==> src/rtl/spi_flash_read_seq.sv <==
// -----------------------------------------------------------------------------
// spi_flash_read_seq
//   Bus-master sequencer that runs SPI-flash READ (0x03) transfers of 1..256
//   32-bit words through the SPI master's register port. It configures the
//   controller, pushes the command/address word, then for every word issues a
//   4-byte RX command, a zero-length barrier command, and a MISO pop. Each
//   popped word is streamed out on a valid/ready port.
//
// Ports
//   clk_i, rst_i            clock, synchronous active-high reset
//   start_i                 start request (sampled only when idle)
//   flash_addr_i[23:0]      flash byte address, latched on start
//   word_count_i[8:0]       word count, latched on start (0 means 256)
//   busy_o, done_o, error_o transfer status (done_o is a 1-cycle pulse)
//   rd_data_o, rd_valid_o,
//   rd_ready_i              received-word stream, first flash byte in [31:24]
//   spi_enable_o, spi_addr_o,
//   spi_din_o, spi_dout_i,
//   spi_ready_i             SPI master register port
//
// Build option
//   SPI_FLASH_RD_TIMEOUT_EN  when defined, each register access is abandoned
//                            after TIMEOUT cycles without acknowledge; the
//                            controller is reset and error_o is raised.
// -----------------------------------------------------------------------------
module spi_flash_read_seq #(
   parameter logic [31:0] BASE_ADDR = 32'h2001_0000,
   parameter logic [15:0] CLKDIV    = 16'd4,
   parameter logic        CPOL      = 1'b0,
   parameter logic        CPHA      = 1'b0,
   parameter int          TIMEOUT   = 4096
) (
   input  logic        clk_i,
   input  logic        rst_i,
   input  logic        start_i,
   input  logic [23:0] flash_addr_i,
   input  logic [8:0]  word_count_i,
   output logic        busy_o,
   output logic        done_o,
   output logic        error_o,
   output logic [31:0] rd_data_o,
   output logic        rd_valid_o,
   input  logic        rd_ready_i,
   output logic        spi_enable_o,
   output logic [31:0] spi_addr_o,
   output logic [31:0] spi_din_o,
   input  logic [31:0] spi_dout_i,
   input  logic        spi_ready_i
);

   localparam logic [3:0] S_IDLE = 4'd0, S_CFG = 4'd1, S_TXW = 4'd2, S_TXC = 4'd3,
                          S_RXC  = 4'd4, S_BAR = 4'd5, S_POP = 4'd6, S_OUT = 4'd7,
                          S_FIN  = 4'd8, S_ERR = 4'd9;

   localparam logic [31:0] A_CTRL   = BASE_ADDR;
   localparam logic [31:0] A_MISO   = BASE_ADDR + 32'h8;
   localparam logic [31:0] A_MOSI   = BASE_ADDR + 32'hC;
   localparam logic [31:0] A_CMD    = BASE_ADDR + 32'h10;
   localparam logic [31:0] CTRL_RUN = {CLKDIV, 12'h0, CPOL, CPHA, 1'b0, 1'b1};
   localparam logic [31:0] CTRL_RST = {CLKDIV, 12'h0, CPOL, CPHA, 1'b1, 1'b0};
   localparam logic [31:0] CMD_TX   = {18'h0, 2'b10, 2'b00, 1'b1, 9'd4};
   // Zero-length loop with CS held: its acknowledge means the RX before it is done.
   localparam logic [31:0] CMD_BAR  = 32'h0000_0200;

   logic [3:0]  r_state;
   logic        r_en;
   logic [31:0] r_addr;
   logic [31:0] r_din;
   logic [31:0] r_data;
   logic [23:0] r_faddr;
   logic [8:0]  r_left;

   function automatic logic [3:0] next_st(input logic [3:0] st);
      case (st)
         S_CFG:   return S_TXW;
         S_TXW:   return S_TXC;
         S_TXC:   return S_RXC;
         S_RXC:   return S_BAR;
         S_BAR:   return S_POP;
         default: return S_OUT;
      endcase
   endfunction

   function automatic logic [31:0] acc_addr(input logic [3:0] st);
      case (st)
         S_CFG:   return A_CTRL;
         S_TXW:   return A_MOSI;
         S_POP:   return A_MISO;
         default: return A_CMD;
      endcase
   endfunction

   // The master shifts MOSI LSB byte first, so the opcode sits in [7:0].
   function automatic logic [31:0] acc_data(input logic [3:0] st, input logic [23:0] fa,
                                            input logic [8:0] left);
      case (st)
         S_CFG:   return CTRL_RUN;
         S_TXW:   return {fa[7:0], fa[15:8], fa[23:16], 8'h03};
         S_TXC:   return CMD_TX;
         S_RXC:   return {18'h0, 2'b01, 2'b00, (left != 9'd1), 9'd4};
         S_BAR:   return CMD_BAR;
         default: return 32'h0;
      endcase
   endfunction

   // Register access states; the cycle after each pulse is the acknowledge slot.
   logic w_acc;
   logic w_ack_slot;
   assign w_acc      = (r_state >= S_CFG) && (r_state <= S_POP);
   assign w_ack_slot = w_acc && !r_en;

`ifdef SPI_FLASH_RD_TIMEOUT_EN
   logic [31:0] r_tmo;
   logic        r_err;
   logic        w_tmo;
   // Counts cycles since the current access first pulsed; cleared on acknowledge.
   always_ff @(posedge clk_i) begin
      if (rst_i || !w_acc || (w_ack_slot && spi_ready_i))
         r_tmo <= 32'd0;
      else
         r_tmo <= r_tmo + 32'd1;
   end
   assign w_tmo   = w_ack_slot && !spi_ready_i && (r_tmo >= 32'(TIMEOUT - 1));
   assign error_o = r_err;
`else
   logic [31:0] w_unused_tmo;
   assign w_unused_tmo = 32'(TIMEOUT);
   assign error_o      = 1'b0;
`endif

   always_ff @(posedge clk_i) begin
      if (rst_i) begin
         r_state <= S_IDLE;
         r_en    <= 1'b0;
         r_addr  <= 32'h0;
         r_din   <= 32'h0;
         r_data  <= 32'h0;
         r_faddr <= 24'h0;
         r_left  <= 9'd0;
`ifdef SPI_FLASH_RD_TIMEOUT_EN
         r_err   <= 1'b0;
`endif
      end else begin
         case (r_state)
            S_IDLE: if (start_i) begin
               r_faddr <= flash_addr_i;
               r_left  <= (word_count_i == 9'd0) ? 9'd256 : word_count_i;
`ifdef SPI_FLASH_RD_TIMEOUT_EN
               r_err   <= 1'b0;
`endif
               r_state <= S_CFG;
               r_en    <= 1'b1;
               r_addr  <= A_CTRL;
               r_din   <= CTRL_RUN;
            end
            S_CFG, S_TXW, S_TXC, S_RXC, S_BAR, S_POP: begin
               if (r_en) begin
                  r_en <= 1'b0;
               end else if (spi_ready_i) begin
                  if (r_state == S_POP) begin
                     r_data  <= spi_dout_i;
                     r_state <= S_OUT;
                  end else begin
                     r_state <= next_st(r_state);
                     r_en    <= 1'b1;
                     r_addr  <= acc_addr(next_st(r_state));
                     r_din   <= acc_data(next_st(r_state), r_faddr, r_left);
                  end
`ifdef SPI_FLASH_RD_TIMEOUT_EN
               end else if (w_tmo) begin
                  r_state <= S_ERR;
                  r_en    <= 1'b1;
                  r_addr  <= A_CTRL;
                  r_din   <= CTRL_RST;
                  r_err   <= 1'b1;
`endif
               end else begin
                  // No acknowledge: the slot just passed was the idle cycle, re-pulse.
                  r_en <= 1'b1;
               end
            end
            S_OUT: if (rd_ready_i) begin
               r_left <= r_left - 9'd1;
               if (r_left == 9'd1) begin
                  r_state <= S_FIN;
               end else begin
                  r_state <= S_RXC;
                  r_en    <= 1'b1;
                  r_addr  <= A_CMD;
                  r_din   <= acc_data(S_RXC, r_faddr, r_left - 9'd1);
               end
            end
            S_FIN:   r_state <= S_IDLE;
            // Controller reset write is fire-and-forget; its acknowledge is ignored.
            S_ERR: begin
               r_en    <= 1'b0;
               r_state <= S_IDLE;
            end
            default: r_state <= S_IDLE;
         endcase
      end
   end

   assign busy_o       = (r_state != S_IDLE) && (r_state != S_FIN) && (r_state != S_ERR);
   assign done_o       = (r_state == S_FIN) || (r_state == S_ERR);
   assign rd_valid_o   = (r_state == S_OUT);
   assign rd_data_o    = r_data;
   assign spi_enable_o = r_en;
   assign spi_addr_o   = r_addr;
   assign spi_din_o    = r_din;

endmodule

==> config.mk <==
export PLATFORM = sky130hd
export DESIGN_NAME = spi_flash_read_seq
export DESIGN_NICKNAME = d
export VERILOG_FILES = /design/src/rtl/spi_flash_read_seq.sv
export SDC_FILE = /design/constraint.sdc
export NUM_CORES = 1
export LEC_CHECK = 0
export BUFFER_PORTS_ARGS = -buffer_cell sky130_fd_sc_hd__buf_4
export CAP_MARGIN = 20
export CORE_ASPECT_RATIO = 1.4
export CORE_MARGIN = 2
export CORE_UTILIZATION = 25
export CTS_CLUSTER_DIAMETER = 40
export DETAILED_ROUTE_END_ITERATION = 10
export GPL_TIMING_DRIVEN = 0
export PLACE_DENSITY = 0.54
export SETUP_SLACK_MARGIN = 0.2
export SLEW_MARGIN = 10
export SYNTH_ARGS = -nofsm -noshare
export SYNTH_HDL_FRONTEND = slang
export SYNTH_SLANG_ARGS = --single-unit
==> constraint.sdc <==
create_clock -name clk_i -period 2.5 [get_ports clk_i]
set_input_delay 0.125 -clock clk_i [delete_from_list [all_inputs] [get_ports clk_i]]
set_output_delay 0.125 -clock clk_i [all_outputs]
set_load 0.1 [all_outputs]
* After elaboration in Yosys (flattened, before gate mapping)
Index checks and enable logic that the tools add are counted.
Word-level totals: register bits after elaboration 134, bits of input ports 70, memories 0, memory bits (writable) 0, latch bits 0, bits in read-only memories 0, output and inout bits 101, word-level logic and storage cells 91
Operators by class: $add $sub $neg 1, mux-type cells 40, shifts and indexed selects 0, magnitude comparators 0, reductions and logical operators 16, bitwise operators 1, divide/modulo/power cells 0, $mul 0, eq/ne operators 26
Operator list (number):
- two-way mux 32 bit | 12
- case mux 32 bit (3 select lines) | 2
- case mux 32 bit (5 select lines) | 1
- two-way mux 4 bit | 10
- == test 4 x 3 -> 1 bit (second input constant) | 7
- two-way mux 9 bit | 3
- != test 9 x 1 -> 1 bit (second input constant) | 2
- case mux 9 bit (2 select lines) | 1
- == test 4 x 2 -> 1 bit (second input constant) | 4
- case mux 3 bit (5 select lines) | 1
- case mux 5 bit (3 select lines) | 1
- case mux 4 bit (3 select lines) | 1
- AND reduction 4 bit | 3
- != test 2 bit (second input constant) | 5
- == test 9 x 1 -> 1 bit (second input constant) | 1
- zero test 9 bit | 1
- subtractor 9 x 1 -> 9 bit (second input constant) | 1
- == test 4 x 1 -> 1 bit (second input constant) | 2
- == test 4 bit (second input constant) | 2
- != test 4 bit (second input constant) | 2
- nonzero test 4 bit | 2
- AND reduction 7 bit | 1
- two-way mux 1 bit | 6
- OR reduction 6 bit | 1
- other kinds (11) | 12

* Longest topological paths before layout
word-level depth 13, mapped depth 8, gate-level depth less buffers 7

* Worst setup path before layout
OpenSTA, ideal clock, no wires.
kind register -> register, start register r_state[1], end register r_en (netlist: spi_enable_o), path slack -744 ps, stages on the path, launching flop included 6, arrival 3124 ps, setup time 119 ps, path buffers 2, period minus slack after synthesis 3244 ps, required time 2381 ps, cell sequence dfxtp_1 buf_6 buf_2 nor3_1 a21oi_1 o221a_2
Between the ends: longest elaborated chain between the ends 5, elaborated cells between the ends (all ways) 19, classes of those cells 11 x eq/ne; 4 x mux; 4 x reduce/logical
RTL lines:
- start, declared | RTL line 65 | logic [3:0] r_state;
- start signal, assigned | RTL line 164 | r_state <= next_st(r_state);
- == test 4 x 3 -> 1 bit | RTL line 144, 160
- two-way mux 1 bit | RTL line 160 | if (r_state == S_POP) begin
- two-way mux 1 bit | RTL line 159 | end else if (spi_ready_i) begin
- two-way mux 1 bit | RTL line 157 | if (r_en) begin
- case mux 1 bit (4 select lines) | RTL line 144 | case (r_state)
- end signal, assigned | RTL line 152 | r_en <= 1'b1;
- end signal, assigned | RTL line 158 | r_en <= 1'b0;
- end signal, assigned | RTL line 165 | r_en <= 1'b1;
- end, declared | RTL line 66 | logic r_en;
Parallel ways exist; a longest one is shown, timed or not. A chain may end at the register's enable or synchronous reset.

* Final worst setup path
start register r_left[0], end register r_din[9] (netlist: spi_din_o[9])
Between the ends: longest elaborated chain between the ends 6, elaborated cells between the ends (all ways) 13, classes of those cells 1 x add/sub; 4 x eq/ne; 7 x mux; 1 x reduce/logical
RTL lines:
- start, declared | RTL line 71 | logic [8:0] r_left;
- start signal, assigned | RTL line 147 | r_left <= (word_count_i == 9'd0) ? 9'd256 : word_count_i;
- start signal, assigned | RTL line 183 | r_left <= r_left - 9'd1;
- branches (longest 6 deep; another with subtractor 9 x 1 -> 9 bit)
- end signal, assigned | RTL line 167 | r_din <= acc_data(next_st(r_state), r_faddr, r_left);
- end signal, assigned | RTL line 190 | r_din <= acc_data(S_RXC, r_faddr, r_left - 9'd1);
- end, declared | RTL line 68 | logic [31:0] r_din;
Parallel ways; which one is timed is not known. The select of a mux whose other input is x is not followed.

==> flow_metrics.env <==
export IMPL_rsz0062_at_grt="no"
export IMPL_post_synth_num_cell_types=62
export IMPL_dp_hpwl_mm=11.02
export IMPL_synth_sequential_area_ratio_pct=43.20
export IMPL_wirelength_mm=14.22
export IMPL_die_w_microns=119.1
export IMPL_path_clk_slew_ps=70
export IMPL_hold_path_class="input pin to register"
export IMPL_postSynthRegisterBits=100
export IMPL_drv_slew=0
export IMPL_synth_main_ff_cell="dfxtp_1"
export IMPL_path_delay_family="compound AO/OA/AOI/OAI gates"
export IMPL_vias=4440
export IMPL_worst_slew_pin_slew_ps=673.6
export IMPL_cts_htree_levels=3
export IMPL_ys_warnings_count=0
export IMPL_cp_max_fo=7
export IMPL_final_util_pct=35.31
export IMPL_fin_skew_ps=9.312
export IMPL_wl_per_cell_microns=13.98
export IMPL_firstDrtPassIters=4
export IMPL_grt_pass1_wl_mm=21.79
export IMPL_sw_frac_of_total_pct=44.72
export IMPL_drive_gt1_share_pct=29.34
export IMPL_synth_top_cell_area_share_pct=43.20
export IMPL_syn_mean_instance_area_sq_um=7.815
export IMPL_status="finished clean"
export IMPL_n_antenna_cell=0
export IMPL_clkLatencyLatePin_ps=340
export IMPL_cts_tree="yes"
export IMPL_syn_inst=593
export IMPL_port_buffer_count=137
export IMPL_p_comb_share_pct=44.6
export IMPL_yosys_area_top_type="dfxtp_1"
export IMPL_p_leak_nw=2.675
export IMPL_numCtsBuffers=9
export IMPL_synth_edf_count=0
export IMPL_cp_slowest_cell="nor4b_4"
export IMPL_crit_chain="inv_1 > ha_1 > nor4b_4 > xnor2_1 > nor3_1 > a311o_1 > a311oi_2"
export IMPL_yosys_cell_count_top_type="nand2_1"
export IMPL_finalCritPeriodShare_pct=85.16
export IMPL_ir_drop_uv=399.2
export IMPL_p_seq_share_pct=32.2
export IMPL_routed_via_density=4.366
export IMPL_finalSetupViolations=0
export IMPL_die_y_microns=165.1
export IMPL_clkPwrFrac_pct=23.2
export IMPL_drc=0
export IMPL_async_flop_share_pct=0
export IMPL_cts_resized=0
export IMPL_crit_type="register to register"
export IMPL_place_gp_congestion=0.8160
export IMPL_syn2layout_area_growth_pct=37.66
export IMPL_cp_end_kind="register"
export IMPL_core_area_sq_mm=0.01807
export IMPL_tns_ps=0
export IMPL_critPathArrivalTime_ps=2390
export IMPL_grt_pass1_vias=4141
export IMPL_final_nets=846
export IMPL_fin_crit_ps=2129
export IMPL_dieArea_sq_mm=0.01966
export IMPL_maxCapViolCount=0
export IMPL_synth_area_leaders="dfxtp_1, nand2_1, a21oi_1"
export IMPL_whs_ps=24.28
export IMPL_slew_limit_headroom_pct=55.10
export IMPL_setup_slack_ps=370.9
export IMPL_ctsHoldBuffers=0
export IMPL_antenna_found_initial=0
export IMPL_ant_nets=0
export IMPL_p_sw_mw=2.693
export IMPL_grt_ovfl_total=0
export IMPL_place_ws_ps=368.8
export IMPL_critPathMaxStageDelay_ps=410
export IMPL_clock_sinks=100
export IMPL_hold_viol=0
export IMPL_start_util_pct=25.65
export IMPL_cts_root_buf="clkbuf_16"
export IMPL_synth_area_sq_mm=0.004634
export IMPL_grt_use_total_pct=14.08
export IMPL_postCtsSetupBuffers=0
export IMPL_power_density_mw_per_mm2=943.8
export IMPL_cp_start_kind="register"
export IMPL_synth_common_cells="nand2_1, dfxtp_1, a21oi_1"
export IMPL_cts_buffer_depth=2
export IMPL_rows=58
export IMPL_p_int_mw=3.328
export IMPL_grt_max_degree=17
export IMPL_cp_data_required_time_ps=2760
export IMPL_drt_iter0_drc=254
export IMPL_cp_num_buf_inv=1
export IMPL_fmax_ghz=0.4697
export IMPL_num_io_pins=171
-- layer usage --
layer | vias to the layer above | global-route usage [%] | wire length, microns
met4 | 0 | 5.195 | 297
met5 | - | 0 | 0
met2 | 120 | 26.54 | 7532
met3 | 19 | 2.266 | 618
li1 | 2284 | - | -
met1 | 2017 | 15.88 | 5775
-- cell families (layout without fill, tap and decap cells) --
group / count (synthesis) / in the layout / share of synthesized area (%)
buffers and inverters: 85 / 237 / 10.88
flip-flops: 100 / 100 / 43.20
AND/OR/NAND/NOR: 235 / 235 / 23.89
XOR/XNOR: 4 / 4 / 0.7561
AO/OA/AOI/OAI: 164 / 164 / 20.14
adder cells (fa/ha/maj): 3 / 3 / 0.8100
multiplexers: 1 / 1 / 0.2430
other: 1 / 33 / 0.08092
-- worst register-to-register path, cell delays in order, from the launching register on --
cell,delay [ps]
dfxtp_1,360
inv_1,130
ha_1,320
nor4b_4,410
xnor2_1,170
nor3_1,60
a311o_1,360
a311oi_2,230
-- state kept, by name (all words and copies together), names as in the netlist --
register	flops
r_left	9
spi_addr_o	4
rd_data_o	32
spi_enable_o	1
r_faddr	24
r_state	4
spi_din_o	26
-- final timing paths --
path / start / cells past startpoint / endpoint / slack, ps
setup / recovery: r_left[0]$_SDFFE_PP0P_ / 7 / spi_din_o[9]$_SDFFE_PP0P_ / 370
hold / removal: spi_dout_i[21] / 3 / rd_data_o[21]$_SDFFE_PP0P_ / 20
setup reg to reg: r_left[0]$_SDFFE_PP0P_ / 7 / spi_din_o[9]$_SDFFE_PP0P_ / 370
hold reg to reg: r_faddr[7]$_SDFFE_PP0P_ / 2 / spi_din_o[31]$_SDFFE_PP0P_ / 450
-- power by group through the flow --
stage / registers, mW / logic (mW) / clock network, mW
after floorplan: 2.44 / 1.59 / 0
after global placement: 1.97 / 2.69 / 0
after global routing: 1.96 / 2.88 / 1.50
after CTS: 1.94 / 2.70 / 1.45
after detailed placement: 1.98 / 2.70 / 0
final: 1.94 / 2.68 / 1.40
-- cell usage in the layout, fill, tap and decap left out, types with 11 or more instances in the layout --
cell / instances
a21oi_1: 78
buf_2: 11
buf_4: 178
clkbuf_1: 21
conb_1: 33
dfxtp_1: 100
nand2_1: 146
nor2_1: 22
nor2b_1: 23
o21ai_0: 41
o21ai_1: 17
-- layout make-up --
class,instances,area (sq um)
timing repair buffer,137,1028
sequential,100,2002
inverter,9,33.78
tap,240,300.3
fill,1960,11690
clock buffer,10,229.0
clock inverter,5,62.56
buffer,76,470.5
multi-input combinational,440,2253
-- through the flow --
| stage | instance area (sq um) | instances | total power [mW] |
|---|---|---|---|
| after detailed placement | 6088 | 1002 | 4.677 |
| after global routing | 6380 | 1017 | 6.333 |
| after floorplan | 4760 | 625 | 4.033 |
| after global placement | 6088 | 1002 | 4.662 |
| after CTS | 6380 | 1017 | 6.092 |
| final | 6380 | 1017 | 6.021 |
Note: power is estimated with default switching activity, not from simulation.
